<file path="src/rtl/fp_round_pipe.sv">
// Two-stage pipelined IEEE-style rounder with four rounding modes and a valid/ready handshake.
// S1 captures the operand and the increment decision; S2 holds the rounded result and its flags.
module fp_round_pipe #(
  parameter int EXP_W = 8,
  parameter int MAN_W = 23,
  parameter int GRS_W = 4
) (
  input  logic                   clk,
  input  logic                   rst,
  input  logic                   in_valid,
  output logic                   in_ready,
  input  logic                   in_sign,
  input  logic [EXP_W-1:0]       in_exp,
  input  logic [MAN_W+GRS_W:0]   in_man,
  input  logic [1:0]             in_rm,
  output logic                   out_valid,
  input  logic                   out_ready,
  output logic                   out_sign,
  output logic [EXP_W-1:0]       out_exp,
  output logic [MAN_W-1:0]       out_frac,
  output logic                   out_inexact,
  output logic                   out_overflow
);

  localparam int SUM_W = EXP_W + MAN_W;

  typedef enum logic [1:0] {
    RM_RNE = 2'b00,
    RM_RTZ = 2'b01,
    RM_RUP = 2'b10,
    RM_RDN = 2'b11
  } rm_e;

  // Handshake
  logic s1_load;
  logic s2_load;

  // Stage 1 registers
  logic             s1_valid_q,   s1_valid_d;
  logic             s1_sign_q,    s1_sign_d;
  logic [EXP_W-1:0] s1_exp_q,     s1_exp_d;
  logic [MAN_W-1:0] s1_frac_q,    s1_frac_d;
  logic             s1_inc_q,     s1_inc_d;
  logic             s1_inexact_q, s1_inexact_d;
  logic             s1_pass_q,    s1_pass_d;

  // Stage 2 registers
  logic             s2_valid_q,   s2_valid_d;
  logic             s2_sign_q,    s2_sign_d;
  logic [EXP_W-1:0] s2_exp_q,     s2_exp_d;
  logic [MAN_W-1:0] s2_frac_q,    s2_frac_d;
  logic             s2_inexact_q, s2_inexact_d;
  logic             s2_overflow_q, s2_overflow_d;

  // Stage 1 combinational
  logic guard_bit;
  logic sticky_bit;
  logic lsb_bit;
  logic any_bit;
  logic pass_now;
  logic inc_now;
  rm_e  rm;

  // The hidden bit plays no part in rounding.
  logic unused_hidden;
  assign unused_hidden = in_man[MAN_W+GRS_W];

  // Stage 2 combinational
  logic [SUM_W-1:0] sum;
  logic [EXP_W-1:0] sum_exp;
  logic             sum_ovf;

  assign s2_load  = ~s2_valid_q | out_ready;
  assign s1_load  = ~s1_valid_q | s2_load;
  assign in_ready = s1_load;

  always_comb begin
    rm         = rm_e'(in_rm);
    guard_bit  = in_man[GRS_W-1];
    sticky_bit = |in_man[GRS_W-2:0];
    lsb_bit    = in_man[GRS_W];
    any_bit    = guard_bit | sticky_bit;
    pass_now   = &in_exp;
    inc_now    = 1'b0;
    case (rm)
      RM_RNE:  inc_now = guard_bit & (sticky_bit | lsb_bit);
      RM_RTZ:  inc_now = 1'b0;
      RM_RUP:  inc_now = ~in_sign & any_bit;
      RM_RDN:  inc_now = in_sign & any_bit;
      default: inc_now = 1'b0;
    endcase
    // Inf/NaN travel through untouched and never raise flags.
    if (pass_now) inc_now = 1'b0;
  end

  always_comb begin
    s1_valid_d   = s1_valid_q;
    s1_sign_d    = s1_sign_q;
    s1_exp_d     = s1_exp_q;
    s1_frac_d    = s1_frac_q;
    s1_inc_d     = s1_inc_q;
    s1_inexact_d = s1_inexact_q;
    s1_pass_d    = s1_pass_q;
    if (s1_load) begin
      s1_valid_d = in_valid;
      if (in_valid) begin
        s1_sign_d    = in_sign;
        s1_exp_d     = in_exp;
        s1_frac_d    = in_man[MAN_W+GRS_W-1:GRS_W];
        s1_inc_d     = inc_now;
        s1_inexact_d = any_bit & ~pass_now;
        s1_pass_d    = pass_now;
      end
    end
  end

  // One wide add lets a fraction carry ripple naturally into the exponent.
  always_comb begin
    sum     = {s1_exp_q, s1_frac_q} + {{(SUM_W-1){1'b0}}, s1_inc_q};
    sum_exp = sum[SUM_W-1:MAN_W];
    sum_ovf = ~s1_pass_q & (&sum_exp);
  end

  always_comb begin
    s2_valid_d    = s2_valid_q;
    s2_sign_d     = s2_sign_q;
    s2_exp_d      = s2_exp_q;
    s2_frac_d     = s2_frac_q;
    s2_inexact_d  = s2_inexact_q;
    s2_overflow_d = s2_overflow_q;
    if (s2_load) begin
      s2_valid_d = s1_valid_q;
      if (s1_valid_q) begin
        s2_sign_d     = s1_sign_q;
        s2_exp_d      = sum_exp;
        s2_frac_d     = sum_ovf ? '0 : sum[MAN_W-1:0];
        s2_inexact_d  = s1_inexact_q;
        s2_overflow_d = sum_ovf;
      end
    end
  end

  always_ff @(posedge clk or posedge rst) begin
    if (rst) begin
      s1_valid_q    <= 1'b0;
      s1_sign_q     <= 1'b0;
      s1_exp_q      <= '0;
      s1_frac_q     <= '0;
      s1_inc_q      <= 1'b0;
      s1_inexact_q  <= 1'b0;
      s1_pass_q     <= 1'b0;
      s2_valid_q    <= 1'b0;
      s2_sign_q     <= 1'b0;
      s2_exp_q      <= '0;
      s2_frac_q     <= '0;
      s2_inexact_q  <= 1'b0;
      s2_overflow_q <= 1'b0;
    end else begin
      s1_valid_q    <= s1_valid_d;
      s1_sign_q     <= s1_sign_d;
      s1_exp_q      <= s1_exp_d;
      s1_frac_q     <= s1_frac_d;
      s1_inc_q      <= s1_inc_d;
      s1_inexact_q  <= s1_inexact_d;
      s1_pass_q     <= s1_pass_d;
      s2_valid_q    <= s2_valid_d;
      s2_sign_q     <= s2_sign_d;
      s2_exp_q      <= s2_exp_d;
      s2_frac_q     <= s2_frac_d;
      s2_inexact_q  <= s2_inexact_d;
      s2_overflow_q <= s2_overflow_d;
    end
  end

  assign out_valid    = s2_valid_q;
  assign out_sign     = s2_sign_q;
  assign out_exp      = s2_exp_q;
  assign out_frac     = s2_frac_q;
  assign out_inexact  = s2_inexact_q;
  assign out_overflow = s2_overflow_q;

endmodule

</file>
<file path="config.mk">
export PLATFORM = sky130hd
export DESIGN_NAME = fp_round_pipe
export DESIGN_NICKNAME = d
export VERILOG_FILES = /design/src/rtl/fp_round_pipe.sv
export SDC_FILE = /design/constraint.sdc
export NUM_CORES = 1
export LEC_CHECK = 0
export BUFFER_PORTS_ARGS = -buffer_cell sky130_fd_sc_hd__buf_2
export CORE_MARGIN = 2
export CORE_UTILIZATION = 54
export CTS_CLUSTER_DIAMETER = 60
export CTS_CLUSTER_SIZE = 8
export DETAILED_ROUTE_END_ITERATION = 10
export HOLD_SLACK_MARGIN = 0.02
export PLACE_DENSITY_LB_ADDON = 0.12
export REMOVE_ABC_BUFFERS = 1
export SYNTH_ARGS = -nofsm -noshare
export SYNTH_HDL_FRONTEND = slang
export SYNTH_SLANG_ARGS = --single-unit
</file>
<file path="constraint.sdc">
create_clock -name clk -period 2.6 [get_ports clk]
set_input_delay 0.52 -clock clk [delete_from_list [all_inputs] [get_ports clk]]
set_output_delay 0.52 -clock clk [all_outputs]
set_load 0.05 [all_outputs]
</file>
## Word-level counts from Yosys, hierarchy flattened

Index checks and enable logic that the tools add are counted.

- Register bits: 71
- Output and inout bits: 36
- Word-level logic and storage cells: 40

- Bitwise logic cells: 14
- Equal/unequal tests: 3
- $add $sub $neg: 1
- Multiplexer cells: 3
- Reductions and logical operators: 6

Operator list:

| cell | number |
|---|---|
| adder 31 x 1 -> 31 bit | 1 |
| 2-to-1 mux 23 bit | 1 |
| AND reduction 8 bit | 2 |
| AND 1 bit | 5 |
| NOT 1 bit | 5 |
| == test 2 bit, second input constant | 2 |
| OR 1 bit | 4 |
| case mux 1 bit (4 select lines) | 1 |
| AND reduction 2 bit | 2 |
| OR reduction 3 bit | 1 |
| == test 2 x 1 -> 1 bit, second input constant | 1 |
| zero test 2 bit | 1 |
| 2-to-1 mux 1 bit | 1 |

## Longest topological paths before layout

Gate-level depths: netlist of the first run.

- Depth after elaboration: 5
- Gate-level depth with buffers: 8

## Least setup slack after synthesis of the first run

No wires, ideal clock.

- Path kind: register to register
- From: register s2_valid_q, in the netlist out_valid
- To: register s1_exp_q[0]
- Buffers on the path: 2
- Cell stages (with the launch flop): 7
- Path slack: 88 ps
- Clock period less this slack: 2512 ps
- Data arrival time: 2387 ps
- Cell sequence: dfrtp_1 nor2b_1 nand2_1 and2_1 clkbuf_1 clkbuf_1 mux2_2

- Longest elaborated chain between the ends: 4

RTL lines:

| what | RTL line | RTL |
|---|---|---|
| from (decl) | 48 | `logic s2_valid_q, s2_valid_d;` |
| from (signal assigned) | 166 | `s2_valid_q <= s2_valid_d;` |
| NOT 1 bit | 73 | `assign s2_load = ~s2_valid_q \| out_ready;` |
| OR 1 bit | 73 |  |
| OR 1 bit | 74 | `assign s1_load = ~s1_valid_q \| s2_load;` |
| net in_ready | 11 | `output logic in_ready,` |
| AND reduction 2 bit (no line) | n/a |  |
| to (signal assigned) | 161 | `s1_exp_q <= s1_exp_d;` |
| to (decl) | 41 | `logic [EXP_W-1:0] s1_exp_q, s1_exp_d;` |

The timed path passes the listed nets, and every way through them passes these cells.
A chain may end at the register's enable or synchronous reset.

## Final worst setup path of the first run

- From: register s1_frac_q[0]
- To: register s2_frac_q[17], in the netlist out_frac[17]

- Longest elaborated chain between the ends: 4

RTL lines:

| what | RTL line | RTL |
|---|---|---|
| from (decl) | 42 | `logic [MAN_W-1:0] s1_frac_q, s1_frac_d;` |
| from (signal assigned) | 162 | `s1_frac_q <= s1_frac_d;` |
| adder 31 x 1 -> 31 bit * | 119 | `sum = {s1_exp_q, s1_frac_q} + {{(SUM_W-1){1'b0}}, s1_inc_q};` |
| AND reduction 8 bit | 121 | `sum_ovf = ~s1_pass_q & (&sum_exp);` |
| AND 1 bit | 121 |  |
| 2-to-1 mux 23 bit * | 136 | `s2_frac_d = sum_ovf ? '0 : sum[MAN_W-1:0];` |
| to (signal assigned) | 169 | `s2_frac_q <= s2_frac_d;` |
| to (decl) | 51 | `logic [MAN_W-1:0] s2_frac_q, s2_frac_d;` |

Mark *: on every way between the ends. The rest lies on a longest branch, timed or not.

==> flow_summary.ini, run 1 <==
[run_status]
status = completed

[worst_setup_path]
path_common_cell = ha_1
critical_path_class = flop to flop
cp.required_ps = 2820
slowest_delay_ps = 570
worstPathCellList = ha_1 > ha_1 > nand3_1 > or4_1 > or3_4 > a22oi_4 > buf_4 > a211oi_1
critPathLaunchType = flop
ff2ff_setup_slack_ps = 110
crit_arrival_ps = 2710
cp_slowest_cell = or4_1
r2r-end = out_frac[17]
rr_worst_depth = 8
crit_fanout = 8
rr_startpoint = s1_frac_q[0]
cp-end-kind = flop

[placed_design]
dp_slack_ps = 108
port_buffers = 77
placed_area_um2 = 4120
hpwl_mm = 5.88
routabilityCongestion = 0.848

[floorplanning]
io_pins = 79
die_area_um2 = 7290
rows = 29
initial_core_util = 0.560
core-area_um2 = 6390
die_h_um = 85.4
die_x_um = 85.4

[drt]
vias = 2894
drt_iter0_drc = 149
drt-total-wl_mm = 8.23
routedWlPerCell_um = 16.4
drc = 0
dr.pass1.iters = 4
drtAntennaViolNets = 0
vias_per_cell = 5.76

[grt]
grt_overflow = 0
grt_usage = 0.241
antenna_found_initial = 0
grt_pass1_vias = 2715
grt_max_degree = 45
grt_pass1_wl_mm = 13.8

[synth]
synth_warnings = 0
synthArstFlopShare = 1.00
yosysTopAreaCell = dfrtp_1
synth_area_leaders = dfrtp_1 (50%), mux2_2 (8.2%), a21oi_2 (4.2%)
synth_area_um2 = 3570
avgSynthCellArea_um2 = 10.7
synth-main-ff-cell = dfrtp_1
synth.distinct_cells = 44
syn_inst = 334
synth_edf_count = 0
seq_area_frac_synth = 0.497
netlist.area_leader.share = 0.497
synth-seq-cells = 71

[sta]
max_slew.worst_pin.slew_ps = 619
rsz0062_at_grt = no
slew_violations = 0
fin_crit_sh = 0.958
max_freq_ghz = 0.401
period_needed_ps = 2490
worst_clock_skew_ps = 7.30
finalHoldViolCount = 0
relSlewSlack = 0.586
setup_viol = 0
setup_ws_ps = 109

[clock_network]
cts.path.max_buffers = 2
clkLatencyLatePin_ps = 350
cts_sinks = 71
ctsHoldBuffers = 0
postCtsSetupBuffers = 0
postCtsResizedCells = 0
cts_root_buffer = clkbuf_8
clk_pin_slew_ps = 80
cts_max_level = 3
cts_tree = yes
numCtsBuffers = 9

[final_layout]
antenna_cells = 0
fill_cells = 524
seq_area_um2 = 1780
drive_above_1_share = 0.384
nets = 465
final_cell_area_um2 = 4320
multi_input_area_um2 = 1690
area_delta_synth_final_pct = 20.9

[power_and_ir_drop]
powerDensity_nw_per_um2 = 814
peakVddDrop_uv = 668
p_total_w = 0.00352
p_leak_nw = 1.87

[worst_hold_path]
hp-class = input port to asynchronous set/reset pin

[job]
drv_cap = 0
-- layer usage --
metal	track usage	vias up	wire length [um]
li1	-	1393	-
met1	0.338	1402	3740
met2	0.374	84	3970
met3	0.0389	15	382
met4	0.0981	0	145
met5	0	-	0
-- worst max-delay path, delay by kind of cell, from the launching register on --
family | cells | cell delay, ps
AO/OA/AOI/OAI | 2 | 330
flip-flops | 1 | 360
AND/OR/NAND/NOR | 3 | 1060
buffers and inverters | 1 | 220
adder cells (fa/ha/maj) | 2 | 390
-- area by class of cell --
cell class                      count  area share
Inverter                            8     0.00695
Timing Repair Buffer               92       0.124
Sequential cell                    71       0.411
Multi-Input combinational cell    238       0.390
Clock buffer                       10      0.0318
Tap cell                           77      0.0223
Clock inverter                      6      0.0139
-- cell usage in the layout, fill, tap and decap left out, drive strengths merged, types with 11 or more instances in the layout --
cell   Yosys  final
a21oi     23     23
buf        5     92
dfrtp     71     71
mux2      26     26
mux2i     11     11
nand2     34     34
nand4     11     11
nor2      16     16
nor3      14     14
nor4      12     12
o21ai     14     14
-- sequential cells by signal, indices dropped and copies added (netlist names) --
name	cells
out_exp	8
out_frac	23
out_inexact	1
out_overflow	1
out_sign	1
out_valid	1
s1_exp_q	8
s1_frac_q	23
s1_inc_q	1
s1_inexact_q	1
s1_pass_q	1
s1_sign_q	1
s1_valid_q	1
-- metrics by stage --
step                       util  std cells  hold WS (ps)  TNS (ps)
after detailed placement  0.646        486           457         0
after CTS                 0.677        502           249         0
after global placement    0.646        486           447         0
final                     0.677        502           239         0
after floorplan               -        317           433    -33440
after global routing      0.677        502           279         0
-- cells in the mapped netlist, types with 5 or more instances --
master,number
mux2i_1,11
nand2_1,34
xor2_1,10
mux2_2,26
o21a_1,5
nor2_1,16
clkbuf_1,12
inv_1,8
dfrtp_1,71
o21ai_0,13
nor4_1,12
nor3_1,14
nand3_1,10
xnor2_1,8
a21oi_1,6
a21oi_2,17
nand4_1,10
-- cell families (layout without fill, tap and decap cells) --
family	Yosys count	in the layout	synth area share
AOI/OAI and AO/OA	64	64	0.135
xor gates and xnor gates	18	18	0.0441
adders and majority gates	2	2	0.00700
buffers and inverters	25	116	0.0333
DFF	71	71	0.497
muxes	37	37	0.113
and+or+nand+nor	117	117	0.170
-- how the worst max path moves through the flow --
stage | from | to
2_1_floorplan | out_valid | out_frac[17]
3_3_place_gp | s1_frac_q[0] | out_frac[17]
3_5_place_dp | s1_frac_q[0] | out_frac[17]
4_1_cts | s1_inc_q | out_frac[17]
5_1_grt | s1_frac_q[0] | out_frac[22]
6_report | s1_frac_q[0] | out_frac[17]
-- report_power, final --
| group | internal [W] | total, W | switching (W) |
|---|---|---|---|
| Clock | 0.000464 | 0.000885 | 0.000421 |
| Sequential | 0.00131 | 0.00149 | 0.000177 |
| Combinational | 0.000352 | 0.00115 | 0.000795 |
| Total | 0.00213 | 0.00352 | 0.00139 |
Note: power is estimated with default switching activity, not from simulation.
==> run 2: changes to the inputs <==
--- a/config.mk
+++ b/config.mk
@@ -5,15 +5,17 @@
 export SDC_FILE = /design/constraint.sdc
 export NUM_CORES = 1
 export LEC_CHECK = 0
+export ABC_AREA = 1
 export BUFFER_PORTS_ARGS = -buffer_cell sky130_fd_sc_hd__buf_2
 export CORE_MARGIN = 2
-export CORE_UTILIZATION = 54
+export CORE_UTILIZATION = 55
 export CTS_CLUSTER_DIAMETER = 60
 export CTS_CLUSTER_SIZE = 8
 export DETAILED_ROUTE_END_ITERATION = 10
 export HOLD_SLACK_MARGIN = 0.02
 export PLACE_DENSITY_LB_ADDON = 0.12
 export REMOVE_ABC_BUFFERS = 1
+export SLEW_MARGIN = 10
 export SYNTH_ARGS = -nofsm -noshare
 export SYNTH_HDL_FRONTEND = slang
 export SYNTH_SLANG_ARGS = --single-unit
==> constraint.sdc (replaced) <==
create_clock -name clk -period 2.4 [get_ports clk]
set_input_delay 0.48 -clock clk [delete_from_list [all_inputs] [get_ports clk]]
set_output_delay 0.48 -clock clk [all_outputs]
set_load 0.05 [all_outputs]
==> run 2 against run 1 <==
Sequential share of layout area shrank 3.6 points. Via count grew 22%. Non-clock buffer count shrank 2. Combinational power grew 33%. Die area grew 9.4%. Register-to-register slack gained 40 ps. First-iteration DRC count grew 46%. Setup slack gained 38 ps. Global-route usage grew 1.4 points.
==> flow_summary.ini, run 2 <==
[drt]
drt-total-wl_mm = 9.87
drc = 0
vias = 3542
routedWlPerCell_um = 14.0
drt_iter0_drc = 218
vias_per_cell = 5.02
dr.pass1.iters = 4
drtAntennaViolNets = 0

[clock_network]
cts_max_level = 3
ctsHoldBuffers = 0
cts_tree = yes
cts.path.max_buffers = 2
cts_root_buffer = clkbuf_8
clkLatencyLatePin_ps = 350
cts_sinks = 71
numCtsBuffers = 9
clk_pin_slew_ps = 80

[grt]
grt_overflow = 0
antenna_found_initial = 0
grt_pass1_wl_mm = 15.4
grt_max_degree = 72
grt_usage = 0.254
grt_pass1_vias = 3236

[final_layout]
area_delta_synth_final_pct = 18.4
antenna_cells = 0
nets = 649
final_cell_area_um2 = 4740
multi_input_area_um2 = 2010
drive_above_1_share = 0.278
fill_cells = 649
mostFrequentLayoutCells = nand2_1 (212), buf_2 (77), dfrtp_1 (71)
fin_util = 0.664
seq_area_um2 = 1780
layout_commonest_cell = nand2_1

[floorplanning]
io_pins = 79
core-area_um2 = 7140
rows = 31
die_h_um = 89.3
initial_core_util = 0.561
die_area_um2 = 7970
die_x_um = 89.3

[sta]
period_needed_ps = 2250
slew_violations = 0
worst_clock_skew_ps = 10.0
relSlewSlack = 0.742
finalHoldViolCount = 0
max_slew.worst_pin.slew_ps = 388
fin_crit_sh = 0.939
max_freq_ghz = 0.444
setup_viol = 0

[synth]
synth_warnings = 0
synth_area_um2 = 4000
synth-seq-cells = 71
synth_edf_count = 0
synth.distinct_cells = 32
netlist.area_leader.share = 0.444
yosysMostFrequentCell = nand2_1
yosysTopAreaCell = dfrtp_1
synthArstFlopShare = 1.00
synth_top_cells_by_count = nand2_1 (212), dfrtp_1 (71), inv_1 (36)
avgSynthCellArea_um2 = 7.72
syn_inst = 518
synth-main-ff-cell = dfrtp_1
seq_area_frac_synth = 0.444
synth_area_leaders = dfrtp_1 (44%), nand2_1 (20%), o21bai_2 (5.6%)

[worst_setup_path]
cp-end-kind = flop
critPathLaunchType = flop
ff2ff_setup_slack_ps = 150
crit_arrival_ps = 2490
critical_path_class = flop to flop
crit_fanout = 12
cp.required_ps = 2640

[placed_design]
routabilityCongestion = 0.892
hpwl_mm = 6.83
placed_area_um2 = 4470
port_buffers = 77

[job]
drv_cap = 0

[power_and_ir_drop]
p_total_w = 0.00398
peakVddDrop_uv = 483
powerDensity_nw_per_um2 = 841
p_leak_nw = 2.35

[run_status]
status = completed

[worst_hold_path]
hp-class = input port to asynchronous set/reset pin
## run 2: changes by cell type after synthesis, moves of 17 or more
| cell | previous run | this run |
|---|---|---|
| nand2_1 | 34 | 212 |
| inv_1 | 8 | 36 |
| mux2_2 | 26 | 0 |
| o21bai_2 | 0 | 20 |
| o21ai_0 | 13 | 32 |
| nor2_1 | 16 | 34 |
| a21oi_2 | 17 | 0 |
## run 2: path summary, 6_finish.rpt
check,from,end,cells past startpoint
min in group clk,in_man[8],s1_frac_q[4],3
hold / removal,rst,out_frac[6],3
max in group asynchronous,rst,s1_frac_q[8],3
setup reg to reg,s1_frac_q[0],out_frac[13],14
setup / recovery,s1_frac_q[0],out_frac[13],14
hold reg to reg,out_frac[15],out_frac[15],2
## run 2: layer usage
layer	part of all wire	vias to the layer above	GRT usage
li1	-	1804	-
met1	0.48	1629	0.351
met2	0.46	94	0.406
met3	0.046	15	0.0526
met4	0.012	0	0.0746
met5	0	-	0
## run 2: final cells by class
| class | count | share of cell area |
|---|---|---|
| well taps | 99 | 0.0262 |
| flip-flops and latches | 71 | 0.375 |
| repair buffers | 90 | 0.110 |
| clock buffers | 10 | 0.0269 |
| multi-input cells | 392 | 0.425 |
| clock inverters | 4 | 0.00528 |
| inverters | 40 | 0.0317 |
## run 2: cells by family (layout without fill, tap and decap cells)
group                      Yosys count  after routing  share of synthesized area
and+or+nand+nor                    315            317                      0.350
DFF                                 71             71                      0.444
AOI/OAI and AO/OA                   69             69                      0.123
buffers and inverters               57            144                     0.0679
xor gates and xnor gates             4              4                    0.00876
adders and majority gates            2              2                    0.00625
## run 2: critical path, stage by stage, from the launching register on
cell and delay (ps):
dfrtp_1 350, ha_1 210, ha_1 180, nand2_1 90, nor2_2 170, nand2_4 120, nor2_4 160, nand2_1 80
nand2_2 70, nand3_2 80, nor2_4 150, buf_4 160, nand2_8 120, o21bai_2 140, nand2_1 60
## run 2: metrics by stage
stage,hold WS [ps],worst slack (ps),cells,TNS (ps)
global placement,454,172,686,0
CTS,215,92.3,700,0
finish,182,147,706,0
floorplan,442,-611,501,-14810
global route,210,-11.5,706,-77.0
detailed placement,460,111,686,0
## run 2: what timing repair did
item,CTS,global route
setup buffers,0,4
endpoints found under the setup margin,0,24
resized for setup,0,5
## run 2: report_power, final
group	internal, W	total (W)	switching (W)
clock	0.000360	0.000806	0.000446
combinational	0.000405	0.00153	0.00113
sequential	0.00146	0.00165	0.000189
total	0.00222	0.00398	0.00176
